### src/rtl/fetch_32.sv
// fetch_32: instruction fetch stage; PC, single-outstanding imem requests, and a FIFO toward decode.
// Optional feature macro FETCH_BYPASS_EN: a response that finds the FIFO empty is shown to decode in its arrival cycle.
module fetch_32 #(
  parameter int unsigned          REG_WIDTH  = 32,
  parameter logic [REG_WIDTH-1:0] RESET_PC   = '0,
  parameter int unsigned          FIFO_DEPTH = 2
) (
  input  logic                 i_clk,
  input  logic                 i_rst,
  output logic                 o_imem_valid,
  output logic [REG_WIDTH-1:0] o_imem_addr,
  input  logic                 i_imem_ready,
  input  logic                 i_imem_rvalid,
  input  logic [REG_WIDTH-1:0] i_imem_rdata,
  output logic                 o_valid,
  output logic [REG_WIDTH-1:0] o_instruction,
  output logic [REG_WIDTH-1:0] o_pc,
  input  logic                 i_stall,
  input  logic                 i_redirect,
  input  logic [REG_WIDTH-1:0] i_redirect_pc
);
  // state | meaning
  // IDLE  | no request; waiting for FIFO space
  // REQ   | request driven at the fetch PC
  // WAIT  | request accepted, response will be kept
  // DROP  | request accepted before a flush, response will be discarded
  typedef enum logic [1:0] {IDLE = 2'd0, REQ = 2'd1, WAIT = 2'd2, DROP = 2'd3} state_t;

  localparam int unsigned          PTR_W   = $clog2(FIFO_DEPTH);
  localparam int unsigned          CNT_W   = PTR_W + 1;
  localparam logic [CNT_W-1:0]     DEPTH_C = CNT_W'(FIFO_DEPTH);
  localparam logic [REG_WIDTH-1:0] PC_STEP = REG_WIDTH'(4);

  state_t               state_q;
  logic                 imem_valid_q;
  logic [REG_WIDTH-1:0] pc_q;
  logic [REG_WIDTH-1:0] req_pc_q;

  logic [REG_WIDTH-1:0] fifo_instr_q [FIFO_DEPTH];
  logic [REG_WIDTH-1:0] fifo_pc_q    [FIFO_DEPTH];
  logic [PTR_W-1:0]     wr_ptr_q;
  logic [PTR_W-1:0]     rd_ptr_q;
  logic [CNT_W-1:0]     count_q;
  logic [CNT_W-1:0]     count_d;

  logic                 accept;
  logic                 resp;
  logic                 fifo_empty;
  logic                 flush;
  logic                 bypass;
  logic                 push;
  logic                 pop;
  logic                 hold_outstanding;
  logic [REG_WIDTH-1:0] redirect_pc;

  always_comb begin
    accept      = imem_valid_q && i_imem_ready;
    resp        = (state_q == WAIT) && i_imem_rvalid;
    fifo_empty  = (count_q == '0);
    flush       = i_rst || i_redirect;
    redirect_pc = i_redirect_pc & ~REG_WIDTH'(3);
    // A flush must still absorb a response that is owed for an already-accepted request
    hold_outstanding = accept ||
                       (((state_q == WAIT) || (state_q == DROP)) && !i_imem_rvalid);
`ifdef FETCH_BYPASS_EN
    bypass = resp && fifo_empty && !flush;
`else
    bypass = 1'b0;
`endif
    pop     = !flush && !fifo_empty && !i_stall;
    push    = !flush && resp && !(bypass && !i_stall);
    count_d = count_q + CNT_W'(push) - CNT_W'(pop);

    o_valid       = 1'b0;
    o_instruction = '0;
    o_pc          = '0;
    if (!i_rst) begin
      if (!fifo_empty) begin
        o_valid       = 1'b1;
        o_instruction = fifo_instr_q[rd_ptr_q];
        o_pc          = fifo_pc_q[rd_ptr_q];
      end else if (bypass) begin
        o_valid       = 1'b1;
        o_instruction = i_imem_rdata;
        o_pc          = req_pc_q;
      end
    end
  end

  always_ff @(posedge i_clk) begin
    if (flush) begin
      pc_q <= i_rst ? RESET_PC : redirect_pc;
      if (hold_outstanding) begin
        state_q      <= DROP;
        imem_valid_q <= 1'b0;
      end else if (i_rst) begin
        state_q      <= IDLE;
        imem_valid_q <= 1'b0;
      end else begin
        state_q      <= REQ;
        imem_valid_q <= 1'b1;
      end
    end else begin
      case (state_q)
        IDLE: begin
          if (count_q < DEPTH_C) begin
            state_q      <= REQ;
            imem_valid_q <= 1'b1;
          end
        end
        REQ: begin
          if (accept) begin
            req_pc_q     <= pc_q;
            pc_q         <= pc_q + PC_STEP;
            state_q      <= WAIT;
            imem_valid_q <= 1'b0;
          end
        end
        WAIT: begin
          if (i_imem_rvalid) begin
            if (count_d < DEPTH_C) begin
              state_q      <= REQ;
              imem_valid_q <= 1'b1;
            end else begin
              state_q      <= IDLE;
              imem_valid_q <= 1'b0;
            end
          end
        end
        DROP: begin
          if (i_imem_rvalid) begin
            state_q      <= REQ;
            imem_valid_q <= 1'b1;
          end
        end
        default: begin
          state_q      <= IDLE;
          imem_valid_q <= 1'b0;
        end
      endcase
    end
  end

  always_ff @(posedge i_clk) begin
    if (flush) begin
      wr_ptr_q <= '0;
      rd_ptr_q <= '0;
      count_q  <= '0;
    end else begin
      if (push) begin
        fifo_instr_q[wr_ptr_q] <= i_imem_rdata;
        fifo_pc_q[wr_ptr_q]    <= req_pc_q;
        wr_ptr_q               <= wr_ptr_q + PTR_W'(1);
      end
      if (pop) begin
        rd_ptr_q <= rd_ptr_q + PTR_W'(1);
      end
      count_q <= count_d;
    end
  end

  assign o_imem_valid = imem_valid_q;
  assign o_imem_addr  = pc_q;

endmodule

### config.mk
export PLATFORM = sky130hd
export DESIGN_NAME = fetch_32
export DESIGN_NICKNAME = d
export VERILOG_FILES = /design/src/rtl/fetch_32.sv
export SDC_FILE = /design/constraint.sdc
export NUM_CORES = 1
export LEC_CHECK = 0
export BUFFER_PORTS_ARGS = -buffer_cell sky130_fd_sc_hd__buf_2
export CAP_MARGIN = 20
export CORE_ASPECT_RATIO = 0.5
export CORE_MARGIN = 1
export CORE_UTILIZATION = 40
export DETAILED_ROUTE_END_ITERATION = 10
export MAX_ROUTING_LAYER = met4
export SLEW_MARGIN = 20
export SYNTH_ARGS = -nofsm -noshare
export SYNTH_HDL_FRONTEND = slang
export SYNTH_SLANG_ARGS = --single-unit
### constraint.sdc
create_clock -name i_clk -period 9.6 [get_ports i_clk]
set_input_delay 0.48 -clock i_clk [delete_from_list [all_inputs] [get_ports i_clk]]
set_output_delay 0.48 -clock i_clk [all_outputs]
set_load 0.005 [all_outputs]
==> flow_summary.yaml <==
worst_setup_path:
  crit_path_max_incr_delay_ns: 0.81
  worst_r2r_endpoint: "fifo_instr_q[1][15]"
  worst-r2r-cell-count: 3
  critical_path_depth: 5
  worst_path_dominant_cell_family: "simple AND/OR/NAND/NOR gates"
  crit_arrival_ns: 3.36
  timing.rr.start: "state_q[0]"
  crit_type: "input pin to flop"
  setup.worst_path.end: "fifo_instr_q[1][15]"
  worst_setup_start_kind: "input pin"
  timing.critical_path.cells: "buf_2, nor2_1, nand4b_1, nor2_4, buf_4"
  maximum_fanout_along_the_worst_path: 37
  path_buf_inv: 2
  worst_ep_required_time_ns: 9.66
  cp-startpoint: "i_rst"
  setup.worst_path.end_class: "flop"
  worst-r2r-setup-slack_ns: 6.90
  cpMaxStageDelayCell: "sky130_fd_sc_hd__nor2_4"
drt:
  drtPass1Iterations: 5
  finalWirelength_mm: 16.9
  remaining_drc_errors: 0
  routed-via-count: 4894
  detail_route.iter0.violations: 278
  routedWlPerCell_um: 17.1
  viasPerCell: 4.98
  ant_nets: 0
final_layout:
  nFillCells: 1758
  antenna-diode-count: 0
  final_cell_mix: "187 x sky130_fd_sc_hd__edfxtp_1, 161 x sky130_fd_sc_hd__buf_2, 92 x sky130_fd_sc_hd__nor2_1, 64 x sky130_fd_sc_hd__mux2i_1, 17 x sky130_fd_sc_hd__clkbuf_16"
  flow.area_growth_from_synthesis_pct: 21.0
  finish.cell_count_without_fillers: 983
  finalNetCount: 777
  finalInstanceArea_sq_mm: 0.00962
  final_layout_size_suffix_gt1_share_pct: 29.4
  final_common_cell: "sky130_fd_sc_hd__edfxtp_1"
  postLayoutCoreUtil_pct: 49.4
power:
  leakage_nw: 3.42
  max-vdd-ir-drop_uv: 98.7
  power_per_cell_area_mw_per_mm2: 185
placement:
  half_perimeter_wire_length_of_the_detailed_placement_result_mm: 10.8
  port_buffers: 161
  dpl_cell_area_sq_mm: 0.00906
  post-place-cells: 951
  place.gp.congestion: 0.775
timing:
  timing_worst_slew_pin_value_ns: 0.866
  final_max_slew_viol_count: 0
  timing.max_slew.rel_slack_pct: 42.1
  finalHoldViolCount: 0
  timing.setup.tns_ns: 0
  report.final.setup_viol: 0
  fmax_ghz: 0.303
  fin_worst_skew_ns: 0.00800
  post-route-period-util_pct: 34.4
  rsz_0062_raised_after_global_routing: "false"
  layout_min_cycle_time_ns: 3.30
global_route:
  groute.usage.overall_pct: 17.2
  first_global_vias: 4516
  globalRouteOverflowTotal: 0
  grt_start_max_net_pins: 64
  grt_antenna_before_repair: 0
  grt_first_pass_wirelength_mm: 25.6
clocking:
  clock_sinks: 192
  postCtsHoldBufs: 0
  path_clk_slew_ns: 0.07
  cts_made_buffers: 17
  cts_tree: "yes"
  ctsResizeCount: 0
  cts_post_setup_buffers_inserted: 0
  cts_max_path_bufs: 2
  worstSkewPairLatency_ns: 0.43
  cts-htree-levels: 4
  clk_root_buf: "sky130_fd_sc_hd__clkbuf_16"
synthesis:
  syn_area_per_cell_sq_um: 14.6
  synth_edf_count: 187
  ys_seq_elements: 192
  ys_dominant_reg_cell: "sky130_fd_sc_hd__edfxtp_1"
  synthesis.instances: 544
  post_synth_instance_area_sq_mm: 0.00795
  async_reset_ff_share_pct: 0
  yosys_warnings: 0
  synth.yosys.seq_area_share_pct: 71.9
  synth.largest_area_cell: "sky130_fd_sc_hd__edfxtp_1"
  yosys-top-cells-area: "sky130_fd_sc_hd__edfxtp_1 71%, sky130_fd_sc_hd__mux2i_1 8.1%, sky130_fd_sc_hd__nor2_1 4.4%"
  synth_cell_types: 47
  synthDominantCellAreaShare_pct: 70.6
die:
  die_span_in_y_um: 102
  floorplan_core_area_sq_mm: 0.0195
  floorplan.initialDensity_pct: 40.9
  std_cell_rows: 36
  die-width_um: 201
  dieArea_sq_mm: 0.0205
  top_level_ports: 168
min_path:
  hp-class: "input pin to flop"
run:
  timing.max_cap.violations: 0
run_status:
  outcome: "complete, no violations"
==> stage by stage <==
step / total power, mW / worst slack, ns / hold WS [ns]
finish: 1.78 / 6.30 / 0.233
CTS: 1.79 / 6.33 / 0.220
floorplan: 1.06 / 5.23 / 0.421
global route: 1.84 / 6.12 / 0.219
global placement: 1.11 / 5.98 / 0.422
detailed placement: 1.12 / 5.91 / 0.429
==> layer usage <==
layer  global-route usage (%)  vias up  wire length (um)
li1                         -     2383                 -
met1                     23.4     2393              7950
met2                     26.1      102              8000
met3                     3.51       16               656
met4                     5.54        0               249
met5                        -        -                 0
==> cells in the mapped netlist (3+ instances only) <==
cell / instances
sky130_fd_sc_hd__a211oi_1: 11
sky130_fd_sc_hd__a21oi_1: 6
sky130_fd_sc_hd__a311oi_1: 11
sky130_fd_sc_hd__and3_1: 3
sky130_fd_sc_hd__buf_4: 4
sky130_fd_sc_hd__clkbuf_1: 22
sky130_fd_sc_hd__dfxtp_1: 5
sky130_fd_sc_hd__edfxtp_1: 187
sky130_fd_sc_hd__ha_1: 3
sky130_fd_sc_hd__inv_1: 13
sky130_fd_sc_hd__mux2i_1: 64
sky130_fd_sc_hd__nand2_1: 13
sky130_fd_sc_hd__nand2b_1: 3
sky130_fd_sc_hd__nand3_1: 10
sky130_fd_sc_hd__nand4_1: 5
sky130_fd_sc_hd__nor2_1: 94
sky130_fd_sc_hd__nor3_1: 5
sky130_fd_sc_hd__nor4_1: 4
sky130_fd_sc_hd__o21ai_0: 13
sky130_fd_sc_hd__o31ai_1: 6
sky130_fd_sc_hd__or3_1: 7
sky130_fd_sc_hd__or4_1: 10
sky130_fd_sc_hd__xnor2_1: 12
sky130_fd_sc_hd__xor2_1: 4
==> flip-flops by register name, summed over array words and instances, names as in the netlist, named ones only <==
register	flops
o_imem_addr	30
req_pc_q	30
state_q	2
count_q	2
wr_ptr_q	1
o_imem_valid	1
fifo_instr_q	64
fifo_pc_q	60
rd_ptr_q	1
==> cell families after synthesis <==
logic type | share of synthesized area [%]
buffers and inverters | 2.33
other | 0.0472
xor gates and xnor gates | 1.76
adders and majority gates | 0.472
DFF | 71.9
muxes | 8.06
AOI/OAI and AO/OA | 5.00
and+or+nand+nor | 10.5
==> final cells by class <==
cell class	count	area, sq um	share of cell area [%]
Clock buffer	18	429	4.46
Clock inverter	14	134	1.39
Inverter	13	48.8	0.507
Multi-Input combinational cell	312	2100	21.8
Sequential cell	192	5720	59.4
Tap cell	266	333	3.46
Timing Repair Buffer	168	858	8.92
==> power breakdown <==
part / leakage (nW) / switching [mW] / internal, mW
sequential: 1.79 / 0.0357 / 0.957
combinational: 1.38 / 0.0609 / 0.0457
clock: 0.256 / 0.317 / 0.362
==> worst min path at each step <==
| stage | start | to | cells after the start |
|---|---|---|---|
| 2_1_floorplan | req_pc_q[10] | fifo_pc_q[0][10] | 0 |
| 3_3_place_gp | req_pc_q[15] | fifo_pc_q[0][15] | 0 |
| 3_5_place_dp | req_pc_q[4] | fifo_pc_q[1][4] | 0 |
| 4_1_cts | i_imem_rdata[6] | fifo_instr_q[0][6] | 1 |
| 5_1_grt | i_imem_rdata[6] | fifo_instr_q[1][6] | 1 |
| 6_report | i_imem_rdata[26] | fifo_instr_q[1][26] | 1 |
No activity file was read; power rests on OpenSTA's default activity.
